<file path="config.mk">
export PLATFORM = sky130hd
export DESIGN_NAME = owr_temp_sequencer
export DESIGN_NICKNAME = d
export VERILOG_FILES = /design/src/rtl/owr_temp_sequencer.sv
export SDC_FILE = /design/constraint.sdc
export NUM_CORES = 1
export LEC_CHECK = 0
export CAP_MARGIN = 15
export CORE_ASPECT_RATIO = 2
export CORE_MARGIN = 2
export CORE_UTILIZATION = 60
export CTS_CLUSTER_SIZE = 24
export DETAILED_ROUTE_END_ITERATION = 6
export PLACE_DENSITY = 0.9
export SLEW_MARGIN = 0
export SYNTH_ARGS = -nofsm -noshare
export SYNTH_HDL_FRONTEND = slang
export SYNTH_SLANG_ARGS = --single-unit
</file>
<file path="constraint.sdc">
create_clock -name i_clk -period 7.2 [get_ports i_clk]
set_clock_uncertainty 0.1 [all_clocks]
set_input_delay 1.08 -clock i_clk [delete_from_list [all_inputs] [get_ports i_clk]]
set_output_delay 1.08 -clock i_clk [all_outputs]
set_load 0.01 [all_outputs]
</file>
<file path="src/rtl/owr_temp_sequencer.sv">
// DS18B20 measurement sequencer driving a byte-level 1-wire master:
// reset/skip/convert, conversion wait, reset/skip/read-scratchpad, two reads.
module owr_temp_sequencer #(
  parameter int CONV_WAIT = 9000000,
  parameter int PERIOD    = 12000000,
  parameter int TO_CYCLES = 65535
) (
  input  logic        i_clk,
  input  logic        i_rst,
  input  logic        i_start,
  output logic        o_busy,
  output logic        m_cmd_valid,
  input  logic        m_cmd_ready,
  output logic [1:0]  m_cmd,
  output logic [7:0]  m_wdata,
  input  logic        m_done,
  input  logic [7:0]  m_rdata,
  input  logic        m_presence,
  output logic [15:0] o_temp,
  output logic        o_temp_valid,
  output logic        o_err
);

  localparam logic [3:0] S_IDLE  = 4'd0;
  localparam logic [3:0] S_RST1  = 4'd1;
  localparam logic [3:0] S_SKIP1 = 4'd2;
  localparam logic [3:0] S_CONV  = 4'd3;
  localparam logic [3:0] S_WAITC = 4'd4;
  localparam logic [3:0] S_RST2  = 4'd5;
  localparam logic [3:0] S_SKIP2 = 4'd6;
  localparam logic [3:0] S_RDSP  = 4'd7;
  localparam logic [3:0] S_RD0   = 4'd8;
  localparam logic [3:0] S_RD1   = 4'd9;

  localparam logic        AUTO      = (PERIOD > 0);
  localparam logic [31:0] PER_LAST  = (PERIOD > 0)    ? 32'(PERIOD - 1)    : 32'd0;
  localparam logic [31:0] WAIT_LAST = (CONV_WAIT > 0) ? 32'(CONV_WAIT - 1) : 32'd0;
  localparam logic [31:0] TO_LAST   = (TO_CYCLES > 0) ? 32'(TO_CYCLES - 1) : 32'd0;

  logic [3:0]  state;
  logic [3:0]  next_state;
  logic        wait_phase;
  logic [31:0] per_cnt;
  logic [31:0] conv_cnt;
  logic [31:0] wd_cnt;
  logic [7:0]  lsb;
  logic        start_seq;
  logic        presence_fail;

  assign o_busy        = (state != S_IDLE);
  assign start_seq     = i_start || (AUTO && (per_cnt == PER_LAST));
  assign presence_fail = ((state == S_RST1) || (state == S_RST2)) && !m_presence;

  // Command fields decode from state, so they cannot move while a command waits for ready.
  always_comb begin
    m_cmd   = 2'b00;
    m_wdata = 8'h00;
    case (state)
      S_SKIP1, S_SKIP2: begin m_cmd = 2'b01; m_wdata = 8'hCC; end
      S_CONV:           begin m_cmd = 2'b01; m_wdata = 8'h44; end
      S_RDSP:           begin m_cmd = 2'b01; m_wdata = 8'hBE; end
      S_RD0, S_RD1:     m_cmd = 2'b10;
      default:          ;
    endcase
  end

  always_comb begin
    next_state = S_IDLE;
    case (state)
      S_RST1:  next_state = S_SKIP1;
      S_SKIP1: next_state = S_CONV;
      S_CONV:  next_state = S_WAITC;
      S_RST2:  next_state = S_SKIP2;
      S_SKIP2: next_state = S_RDSP;
      S_RDSP:  next_state = S_RD0;
      S_RD0:   next_state = S_RD1;
      default: next_state = S_IDLE;
    endcase
  end

  always_ff @(posedge i_clk or posedge i_rst) begin
    if (i_rst) begin
      state        <= S_IDLE;
      wait_phase   <= 1'b0;
      m_cmd_valid  <= 1'b0;
      per_cnt      <= '0;
      conv_cnt     <= '0;
      wd_cnt       <= '0;
      lsb          <= '0;
      o_temp       <= '0;
      o_temp_valid <= 1'b0;
      o_err        <= 1'b0;
    end else begin
      o_temp_valid <= 1'b0;
      case (state)
        S_IDLE: begin
          if (start_seq) begin
            state       <= S_RST1;
            wait_phase  <= 1'b0;
            m_cmd_valid <= 1'b1;
            wd_cnt      <= '0;
            per_cnt     <= '0;
            o_err       <= 1'b0;
          end else if (AUTO) begin
            per_cnt <= per_cnt + 32'd1;
          end
        end
        S_WAITC: begin
          if (conv_cnt >= WAIT_LAST) begin
            state       <= S_RST2;
            wait_phase  <= 1'b0;
            m_cmd_valid <= 1'b1;
            wd_cnt      <= '0;
            conv_cnt    <= '0;
          end else begin
            conv_cnt <= conv_cnt + 32'd1;
          end
        end
        default: begin
          // A completion in the wait phase wins over a watchdog expiry in the same cycle.
          if (wait_phase && m_done) begin
            wait_phase <= 1'b0;
            wd_cnt     <= '0;
            if (presence_fail) begin
              o_err <= 1'b1;
              state <= S_IDLE;
            end else begin
              state       <= next_state;
              m_cmd_valid <= (next_state != S_WAITC) && (next_state != S_IDLE);
              if (state == S_RD0) lsb <= m_rdata;
              if (state == S_RD1) begin
                o_temp       <= {m_rdata, lsb};
                o_temp_valid <= 1'b1;
              end
            end
          end else if (wd_cnt >= TO_LAST) begin
            o_err       <= 1'b1;
            m_cmd_valid <= 1'b0;
            wait_phase  <= 1'b0;
            wd_cnt      <= '0;
            state       <= S_IDLE;
          end else begin
            wd_cnt <= wd_cnt + 32'd1;
            if (!wait_phase && m_cmd_valid && m_cmd_ready) begin
              m_cmd_valid <= 1'b0;
              wait_phase  <= 1'b1;
            end
          end
        end
      endcase
    end
  end

endmodule

</file>
==> impl_metrics.env, run 1 <==
export IMPL_htreeDepth=4
export IMPL_synthArstFlopShare_pct=100
export IMPL_hp_class="reg -> reg"
export IMPL_fp_dieW_um=78.1
export IMPL_area_delta_synth_final_pct=16.1
export IMPL_globalplace_congestion=0.887
export IMPL_port_buffers=42
export IMPL_vias_per_cell=6.81
export IMPL_yosysSeqAreaShare_pct=48.6
export IMPL_grt_setup_unrepaired="no"
export IMPL_die_h_um=152
export IMPL_first_global_vias=5986
export IMPL_criticalPathCategory="reg -> out"
export IMPL_grt_remaining_overflow=0
export IMPL_critPathMaxFanout=25
export IMPL_antenna_found_initial=0
export IMPL_ir_drop_uv=219
export IMPL_clock_root_buffer="clkbuf_16"
export IMPL_max_slew_margin_rel_pct=24.0
export IMPL_numCtsBuffers=17
export IMPL_syn_nets=710
export IMPL_worst_setup_path_start_kind="register"
export IMPL_die_area_um2=11900
export IMPL_syn_area_um2=6590
export IMPL_initial_core_util_pct=60.9
export IMPL_synth_edf_count=0
export IMPL_yosys_area_top_type="dfrtp_1"
export IMPL_slowest_stage="clkdlybuf4s50_1"
export IMPL_insertion_delay_ps=420
export IMPL_grt_max_degree=68
export IMPL_final_area_um2=7650
export IMPL_drt_initial_drc_count=748
export IMPL_diodes=0
export IMPL_powerDensity_nw_per_um2=275
export IMPL_max_freq_mhz=266
export IMPL_slew_violations=0
export IMPL_drv_cap=0
export IMPL_outcome="completed"
export IMPL_drive_above_1_share_pct=10.6
export IMPL_cts_max_path_buffers=2
export IMPL_antenna_left=0
export IMPL_dpl_hpwl_um=10600
export IMPL_cp_arrival_ps=2570
export IMPL_post_cts_buffers=0
export IMPL_fin_crit_ps=3750
export IMPL_cts_resized=0
export IMPL_layout_setup_ws_ps=3450
export IMPL_num_io_pins=44
export IMPL_finalSetupViolations=0
export IMPL_place_area_um2=7050
export IMPL_cts_tree="done"
export IMPL_rows=54
export IMPL_holdWs_ps=391
export IMPL_tns_ps=0
export IMPL_hold_violations=0
export IMPL_crit_required_ps=6020
export IMPL_synth_flop_cell="dfrtp_1"
export IMPL_ys_ff_latch=128
export IMPL_synth_warning_count=0
export IMPL_grt_use_total_pct=28.9
export IMPL_coreArea_um2=10800
export IMPL_clkSlewWorstSetupHoldPaths_ps=60
export IMPL_clock_sinks=128
export IMPL_worstMarginPinSlew_ps=1130
export IMPL_min_period_over_period_pct=52.1
export IMPL_crit_path_end_kind="output port"
export IMPL_dr_pass1_iters=6
export IMPL_crit_chain="nor4_1 > buf_4 > inv_1 > clkdlybuf4s50_1"
export IMPL_yosys_top_cells_area="dfrtp_1, o21ai_0, mux2_2, nand3_1, nand2_1"
export IMPL_synth_avg_cell_area_um2=9.52
export IMPL_ctsHoldBuffers=0
export IMPL_final_nets=740
export IMPL_wl_per_cell_um=19.2
export IMPL_yosysTopAreaCellShare_pct=48.6
export IMPL_synthCells=692
export IMPL_ys_types=56
export IMPL_grt_pass1_wl_um=27600
export IMPL_p_leak_uw=0.00334
export IMPL_slowest_delay_ps=670
export IMPL_wirelength_um=16800
export IMPL_dp_slack_ps=3400
export IMPL_vias=5957
export IMPL_drc=0
area by class of cell:
class,count,area (um^2)
multi-input cells,509,3140
repair buffers,51,489
fillers,720,3160
well taps,140,175
inverters,15,58.8
clock inverters,13,140
flip-flops and latches,128,3200
clock buffers,19,443
synthesized netlist by cell type (2+ instances only):
cell and number:
nor4_1 15, a41oi_1 5, a31oi_1 26, or2_2 3, o21ai_0 69, buf_4 6, nor2b_1 10, nor3b_1 4
xor2_1 6, a21oi_1 31, or3_1 9, buf_6 3, or4_1 2, nor4b_1 3, o41ai_1 4, o2bb2ai_1 2
mux2i_1 2, o31ai_1 16, a21o_1 6, nor2_1 29, nor4_2 2, buf_2 6, nand3_1 46, nand2b_1 7
mux2_2 25, clkbuf_1 23, a22o_1 3, and2_1 8, nand2_1 61, nand4_1 15, dfrtp_1 128, ha_1 4
inv_1 15, o21a_1 18, and3_1 19, a211o_1 5, nor3_1 25, and4_1 13
sequential cells by signal (all words and copies together), names as in the netlist:
register,count
wait_phase,1
per_cnt,32
o_temp_valid,1
m_cmd_valid,1
lsb,8
o_err,1
wd_cnt,32
state,4
conv_cnt,32
o_temp,16
cell usage in the layout, fill, tap and decap left out, types with 10 or more instances in the layout:
cell,instances
dfrtp_1,128
nand4_1,15
nand3_1,46
o21a_1,18
nor4_1,15
nor2_1,28
o31ai_1,16
o21ai_0,69
and4_1,13
and3_1,19
nor2b_1,10
a21oi_1,31
clkbuf_16,17
clkdlybuf4s50_1,42
a31oi_1,26
mux2_2,25
nand2_1,61
nor3_1,24
inv_1,14
where the power goes:
group | internal (uW) | switching, uW
registers | 751 | 51.2
clock network | 518 | 330
logic | 147 | 302
total | 1420 | 683
worst paths after layout:
kind | cells after the start | to | slack [ps] | startpoint
worst max-delay path | 4 | o_busy | 3450 | state[1]
worst min-delay path | 1 | wd_cnt[30] | 390 | wd_cnt[30]
worst max register to register | 5 | state[0] | 3980 | wd_cnt[9]
worst min register to register | 1 | wd_cnt[30] | 390 | wd_cnt[30]
max in group asynchronous | 3 | o_temp[7] | 4580 | i_rst
min in group asynchronous | 2 | per_cnt[6] | 1100 | i_rst
layer usage:
| metal | GRT usage (%) | part of all wire [%] | up-vias | wire (um) |
|---|---|---|---|---|
| li1 | - | - | 2631 | - |
| met1 | 31.6 | 36 | 2914 | 6090 |
| met2 | 50.5 | 54 | 339 | 9060 |
| met3 | 6.10 | 5.9 | 73 | 989 |
| met4 | 17.0 | 4.1 | 0 | 687 |
| met5 | 0 | 0 | - | 0 |
stage by stage:
step / util (%) / power, uW / instances
global placement: 65.2 / 1220 / 841
floorplan: - / 1120 / 692
detailed placement: 65.2 / 1240 / 841
CTS: 70.6 / 2090 / 873
finish: 70.8 / 2100 / 875
global route: 70.8 / 2170 / 875
cell families (layout without fill, tap and decap cells):
kind of cell / count (synthesis) / after routing / synth area share [%]
buffers and inverters: 55 / 98 / 3.95
adder cells (fa/ha/maj): 4 / 4 / 0.760
AO/OA/AOI/OAI: 192 / 192 / 18.1
XOR/XNOR: 7 / 7 / 0.931
flip-flops: 128 / 128 / 48.6
AND/OR/NAND/NOR: 278 / 278 / 23.0
other: 1 / 1 / 0.0569
multiplexers: 27 / 27 / 4.58
critical path: cells and delay by family (launching register included):
kind	cells	cell delay [ps]
buffers and inverters	3	1420
flip-flops	1	610
AND/OR/NAND/NOR	1	110
(Power assumes the default switching activity.)
==> run 2, diff against run 1 <==
--- a/config.mk
+++ b/config.mk
@@ -8,10 +8,10 @@
 export CAP_MARGIN = 15
 export CORE_ASPECT_RATIO = 2
 export CORE_MARGIN = 2
-export CORE_UTILIZATION = 60
+export CORE_UTILIZATION = 54
 export CTS_CLUSTER_SIZE = 24
 export DETAILED_ROUTE_END_ITERATION = 6
-export PLACE_DENSITY = 0.9
+export PLACE_DENSITY = 0.86
 export SLEW_MARGIN = 0
 export SYNTH_ARGS = -nofsm -noshare
 export SYNTH_HDL_FRONTEND = slang
==> constraint.sdc (replaced) <==
create_clock -name i_clk -period 3.1 [get_ports i_clk]
set_clock_uncertainty 0.1 [all_clocks]
set_input_delay 0.465 -clock i_clk [delete_from_list [all_inputs] [get_ports i_clk]]
set_output_delay 0.465 -clock i_clk [all_outputs]
set_load 0.01 [all_outputs]
==> impl_metrics.env, run 2 (synthesis gave the netlist of run 1 again) <==
export IMPL_outcome="completed"
export IMPL_crit_path_end_kind="output port"
export IMPL_layout_common_cells="dfrtp_1, o21ai_0, nand2_1"
export IMPL_wl_per_cell_um=18.9
export IMPL_hp_class="reg -> reg"
export IMPL_dp_slack_ps=387
export IMPL_ctsHoldBuffers=0
export IMPL_routed_wl_met2_um=9100
export IMPL_final_nets=754
export IMPL_max_slew_margin_rel_pct=40.2
export IMPL_layout_commonest_cell="dfrtp_1"
export IMPL_vias_per_cell=6.62
export IMPL_dpl_hpwl_um=11300
export IMPL_first_global_vias=6010
export IMPL_numCtsBuffers=17
export IMPL_wirelength_um=16900
export IMPL_dr_pass1_iters=5
export IMPL_final_util_pct=64.7
export IMPL_cts_max_path_buffers=2
export IMPL_worst_setup_path_start_kind="register"
export IMPL_grt_setup_unrepaired="no"
export IMPL_num_io_pins=44
export IMPL_powerDensity_nw_per_um2=644
export IMPL_drive_above_1_share_pct=12.4
export IMPL_final_seq_area_um2=3200
export IMPL_insertion_delay_ps=420
export IMPL_vias=5929
export IMPL_grt_max_degree=50
export IMPL_layout_setup_ws_ps=110
export IMPL_die_area_um2=13200
export IMPL_p_leak_uw=0.00343
export IMPL_fp_dieW_um=82.1
export IMPL_wl_met3_um=890
export IMPL_max_freq_mhz=334
export IMPL_drt_initial_drc_count=447
export IMPL_hold_violations=0
export IMPL_htreeDepth=4
export IMPL_top_layer_used="met4"
export IMPL_globalplace_congestion=0.955
export IMPL_grt_pass1_wl_um=28100
export IMPL_ir_drop_uv=747
export IMPL_coreArea_um2=12100
export IMPL_antenna_left=0
export IMPL_wl_met1_um=6160
export IMPL_post_cts_buffers=0
export IMPL_min_period_over_period_pct=96.4
export IMPL_cts_tree="done"
export IMPL_area_delta_synth_final_pct=18.4
export IMPL_diodes=0
export IMPL_cp_arrival_ps=2420
export IMPL_worstMarginPinSlew_ps=893
export IMPL_grt_use_total_pct=27.3
export IMPL_grt_remaining_overflow=0
export IMPL_clkSlewWorstSetupHoldPaths_ps=60
export IMPL_cts_resized=0
export IMPL_crit_required_ps=2530
export IMPL_tns_ps=0
export IMPL_die_h_um=160
export IMPL_drv_cap=0
export IMPL_slew_violations=0
export IMPL_clock_sinks=128
export IMPL_fin_crit_ps=2990
export IMPL_multi_input_area_um2=3140
export IMPL_criticalPathCategory="reg -> out"
export IMPL_drc=0
export IMPL_finalSetupViolations=0
export IMPL_top_regs="conv_cnt: 32 flops, per_cnt: 32 flops, wd_cnt: 32 flops"
export IMPL_rows=57
export IMPL_critPathMaxFanout=13
export IMPL_port_buffers=42
export IMPL_nFillCells=881
export IMPL_initial_core_util_pct=54.7
export IMPL_antenna_found_initial=0
export IMPL_clock_root_buffer="clkbuf_16"
-- run 2: changes by cell type in the layout (fill, tap and decap cells not counted), moves of 2 or more --
cell      before  now
buf_4          7   21
inv_6          0    5
inv_8          0    5
clkinv_2       3    0
clkinv_4       4    1
buf_12         0    2
-- run 2: stage by stage --
step | hold WS [ps] | instance area [um^2] | total power [uW] | std cells
floorplan | 338 | 6590 | 2610 | 692
global placement | 363 | 7200 | 2930 | 864
detailed placement | 388 | 7200 | 2970 | 864
CTS | 403 | 7800 | 5020 | 896
global route | 424 | 7800 | 5230 | 896
finish | 400 | 7800 | 5020 | 896
-- run 2: power breakdown --
group	internal [uW]	switching, uW	total, uW
Sequential	1740	126	1870
Clock	1150	874	2020
Combinational	405	722	1130
-- run 2: worst max-delay path, cell delays in order (launching register included) --
cell and delay (ps):
dfrtp_1 640, nand2b_1 280, nor3_1 450, clkdlybuf4s50_1 640
-- run 2: path summary, 6_finish.rpt --
kind | slack, ps | end | depth (start not counted) | startpoint
min reg2reg | 400 | wd_cnt[30] | 1 | wd_cnt[30]
min | 400 | wd_cnt[30] | 1 | wd_cnt[30]
max in group asynchronous | 1710 | per_cnt[24] | 3 | i_rst
min in group asynchronous | 430 | lsb[2] | 2 | i_rst
max reg2reg | 350 | wd_cnt[3] | 6 | conv_cnt[21]
max | 110 | m_wdata[4] | 3 | state[1]
-- run 2: layout make-up --
type,instances,area share (%)
inverter,15,0.770
clock inverter,15,2.18
tap,147,2.36
multi-input combinational,509,40.2
sequential,128,41.1
clock buffer,17,5.45
timing repair buffer,65,7.92
-- run 2: per-layer routing --
layer | GRT usage, % | vias to the layer above
met2 | 46.3 | 302
met4 | 16.6 | 0
met3 | 5.48 | 81
met1 | 30.3 | 2882
li1 | - | 2664
met5 | 0 | -
==> run 3, diff against run 2 <==
--- a/config.mk
+++ b/config.mk
@@ -8,10 +8,11 @@
 export CAP_MARGIN = 15
 export CORE_ASPECT_RATIO = 2
 export CORE_MARGIN = 2
-export CORE_UTILIZATION = 54
+export CORE_UTILIZATION = 30
 export CTS_CLUSTER_SIZE = 24
 export DETAILED_ROUTE_END_ITERATION = 6
-export PLACE_DENSITY = 0.86
+export PLACE_DENSITY = 0.57
+export SETUP_SLACK_MARGIN = 0.2
 export SLEW_MARGIN = 0
 export SYNTH_ARGS = -nofsm -noshare
 export SYNTH_HDL_FRONTEND = slang
==> impl_metrics.env, run 3 (synthesis gave the netlist of run 1 again) <==
export IMPL_slowest_stage="dfrtp_1"
export IMPL_port_buffers=42
export IMPL_fin_crit_ps=2770
export IMPL_area_delta_synth_final_pct=21.8
export IMPL_power_uw=4930
export IMPL_ctsHoldBuffers=0
export IMPL_critPathMaxFanout=13
export IMPL_wl_per_cell_um=16.4
export IMPL_initial_core_util_pct=30.5
export IMPL_worstMarginPinSlew_ps=598
export IMPL_max_freq_mhz=360
export IMPL_grt_use_total_pct=15.5
export IMPL_p_leak_uw=0.00345
export IMPL_crit_chain="nor4_4 > buf_4 > buf_4 > inv_1 > clkdlybuf4s50_1"
export IMPL_drc=0
export IMPL_vias=5579
export IMPL_drt_initial_drc_count=231
export IMPL_ir_drop_uv=553
export IMPL_grt_max_degree=40
export IMPL_grt_remaining_overflow=0
export IMPL_top_regs="conv_cnt: 32 flops, per_cnt: 32 flops, wd_cnt: 32 flops"
export IMPL_antenna_left=0
export IMPL_diodes=0
export IMPL_final_cells=1028
export IMPL_cp_arrival_ps=2210
export IMPL_globalplace_congestion=0.797
export IMPL_rows=76
export IMPL_grt_setup_unrepaired="no"
export IMPL_finalSetupViolations=0
export IMPL_antenna_found_initial=0
export IMPL_crit_required_ps=2530
export IMPL_powerDensity_nw_per_um2=614
export IMPL_worst_setup_path_start_kind="register"
export IMPL_grt_pass1_wl_um=28000
export IMPL_tns_ps=0
export IMPL_clock_root_buffer="clkbuf_16"
export IMPL_clkSlewWorstSetupHoldPaths_ps=60
export IMPL_insertion_delay_ps=430
export IMPL_die_area_um2=23200
export IMPL_post_cts_buffers=0
export IMPL_final_nets=760
export IMPL_htreeDepth=4
export IMPL_coreArea_um2=21600
export IMPL_hp_class="in -> async"
export IMPL_dp_cells=996
export IMPL_dpl_hpwl_um=12000
export IMPL_dp_slack_ps=450
export IMPL_cts_tree="done"
export IMPL_vias_per_cell=5.43
export IMPL_first_global_vias=5516
export IMPL_layout_commonest_cell="dfrtp_1"
export IMPL_clock_sinks=128
export IMPL_numCtsBuffers=17
export IMPL_drv_cap=0
export IMPL_outcome="completed"
export IMPL_criticalPathCategory="reg -> out"
export IMPL_dr_pass1_iters=4
export IMPL_cts_max_path_buffers=2
export IMPL_die_h_um=214
export IMPL_nFillCells=2121
export IMPL_rr_worst_depth=8
export IMPL_crit_path_end_kind="output port"
export IMPL_min_period_over_period_pct=89.5
export IMPL_layout_common_cells="dfrtp_1, o21ai_0, nand2_1"
export IMPL_cts_resized=1
export IMPL_drive_above_1_share_pct=13.2
export IMPL_layout_setup_ws_ps=325
export IMPL_slowest_delay_ps=540
export IMPL_slew_violations=0
export IMPL_hold_violations=0
export IMPL_crit_top_cell="buf_4"
export IMPL_fp_dieW_um=109
export IMPL_wirelength_um=16800
export IMPL_max_slew_margin_rel_pct=60.1
export IMPL_num_io_pins=44
[run 3: cell count changes in the layout (fill, tap and decap cells not counted), sizes merged]
cell / delta
clkbuf: +1
buf: +6
clkinv: +4
inv: -6
clkinvlp: +1
[run 3: power by group]
part / internal, uW / switching [uW] / leakage (uW) / total, uW
sequential: 1740 / 123 / 0.00178 / 1870
combinational: 435 / 719 / 0.00140 / 1150
clock: 1110 / 795 / 0.000269 / 1910
total: 3290 / 1640 / 0.00345 / 4930
[run 3: area by class of cell]
| type | instances | area, um^2 | share of cell area [%] |
|---|---|---|---|
| multi-input cells | 509 | 3170 | 39.5 |
| flip-flops and latches | 128 | 3200 | 39.9 |
| well taps | 273 | 342 | 4.26 |
| repair buffers | 71 | 688 | 8.58 |
| clock buffers | 18 | 429 | 5.35 |
| inverters | 15 | 60.1 | 0.748 |
| clock inverters | 14 | 135 | 1.68 |
[run 3: final timing paths]
| check | from | to | slack [ps] |
|---|---|---|---|
| max in group asynchronous | i_rst | wd_cnt[2] | 1940 |
| max reg2reg | conv_cnt[0] | wd_cnt[30] | 460 |
| max | state[3] | o_busy | 330 |
| min in group i_clk | per_cnt[23] | per_cnt[23] | 390 |
| min | i_rst | o_temp[8] | 350 |
| min reg2reg | per_cnt[23] | per_cnt[23] | 390 |
[run 3: critical path, delay by kind of cell (launching register included)]
kind	cells	cell delay, ps
AND/OR/NAND/NOR	1	380
flip-flops	1	540
buffers and inverters	4	860
[run 3: metrics by stage]
| step | cell area [um^2] | hold slack (ps) | util [%] |
|---|---|---|---|
| 5_1_grt | 8020 | 380 | 37.2 |
| 4_1_cts | 8010 | 352 | 37.1 |
| 3_5_place_dp | 7440 | 369 | 34.5 |
| 6_report | 8020 | 347 | 37.2 |
| 3_3_place_gp | 7440 | 361 | 34.5 |
| 2_1_floorplan | 6590 | 338 | - |
[run 3: layer usage]
metal	track usage (%)	vias up	share of wire [%]
met5	0	-	0
li1	-	2679	-
met4	7.56	0	2.2
met2	29.6	95	57
met3	2.92	21	2.4
met1	15.8	2784	38
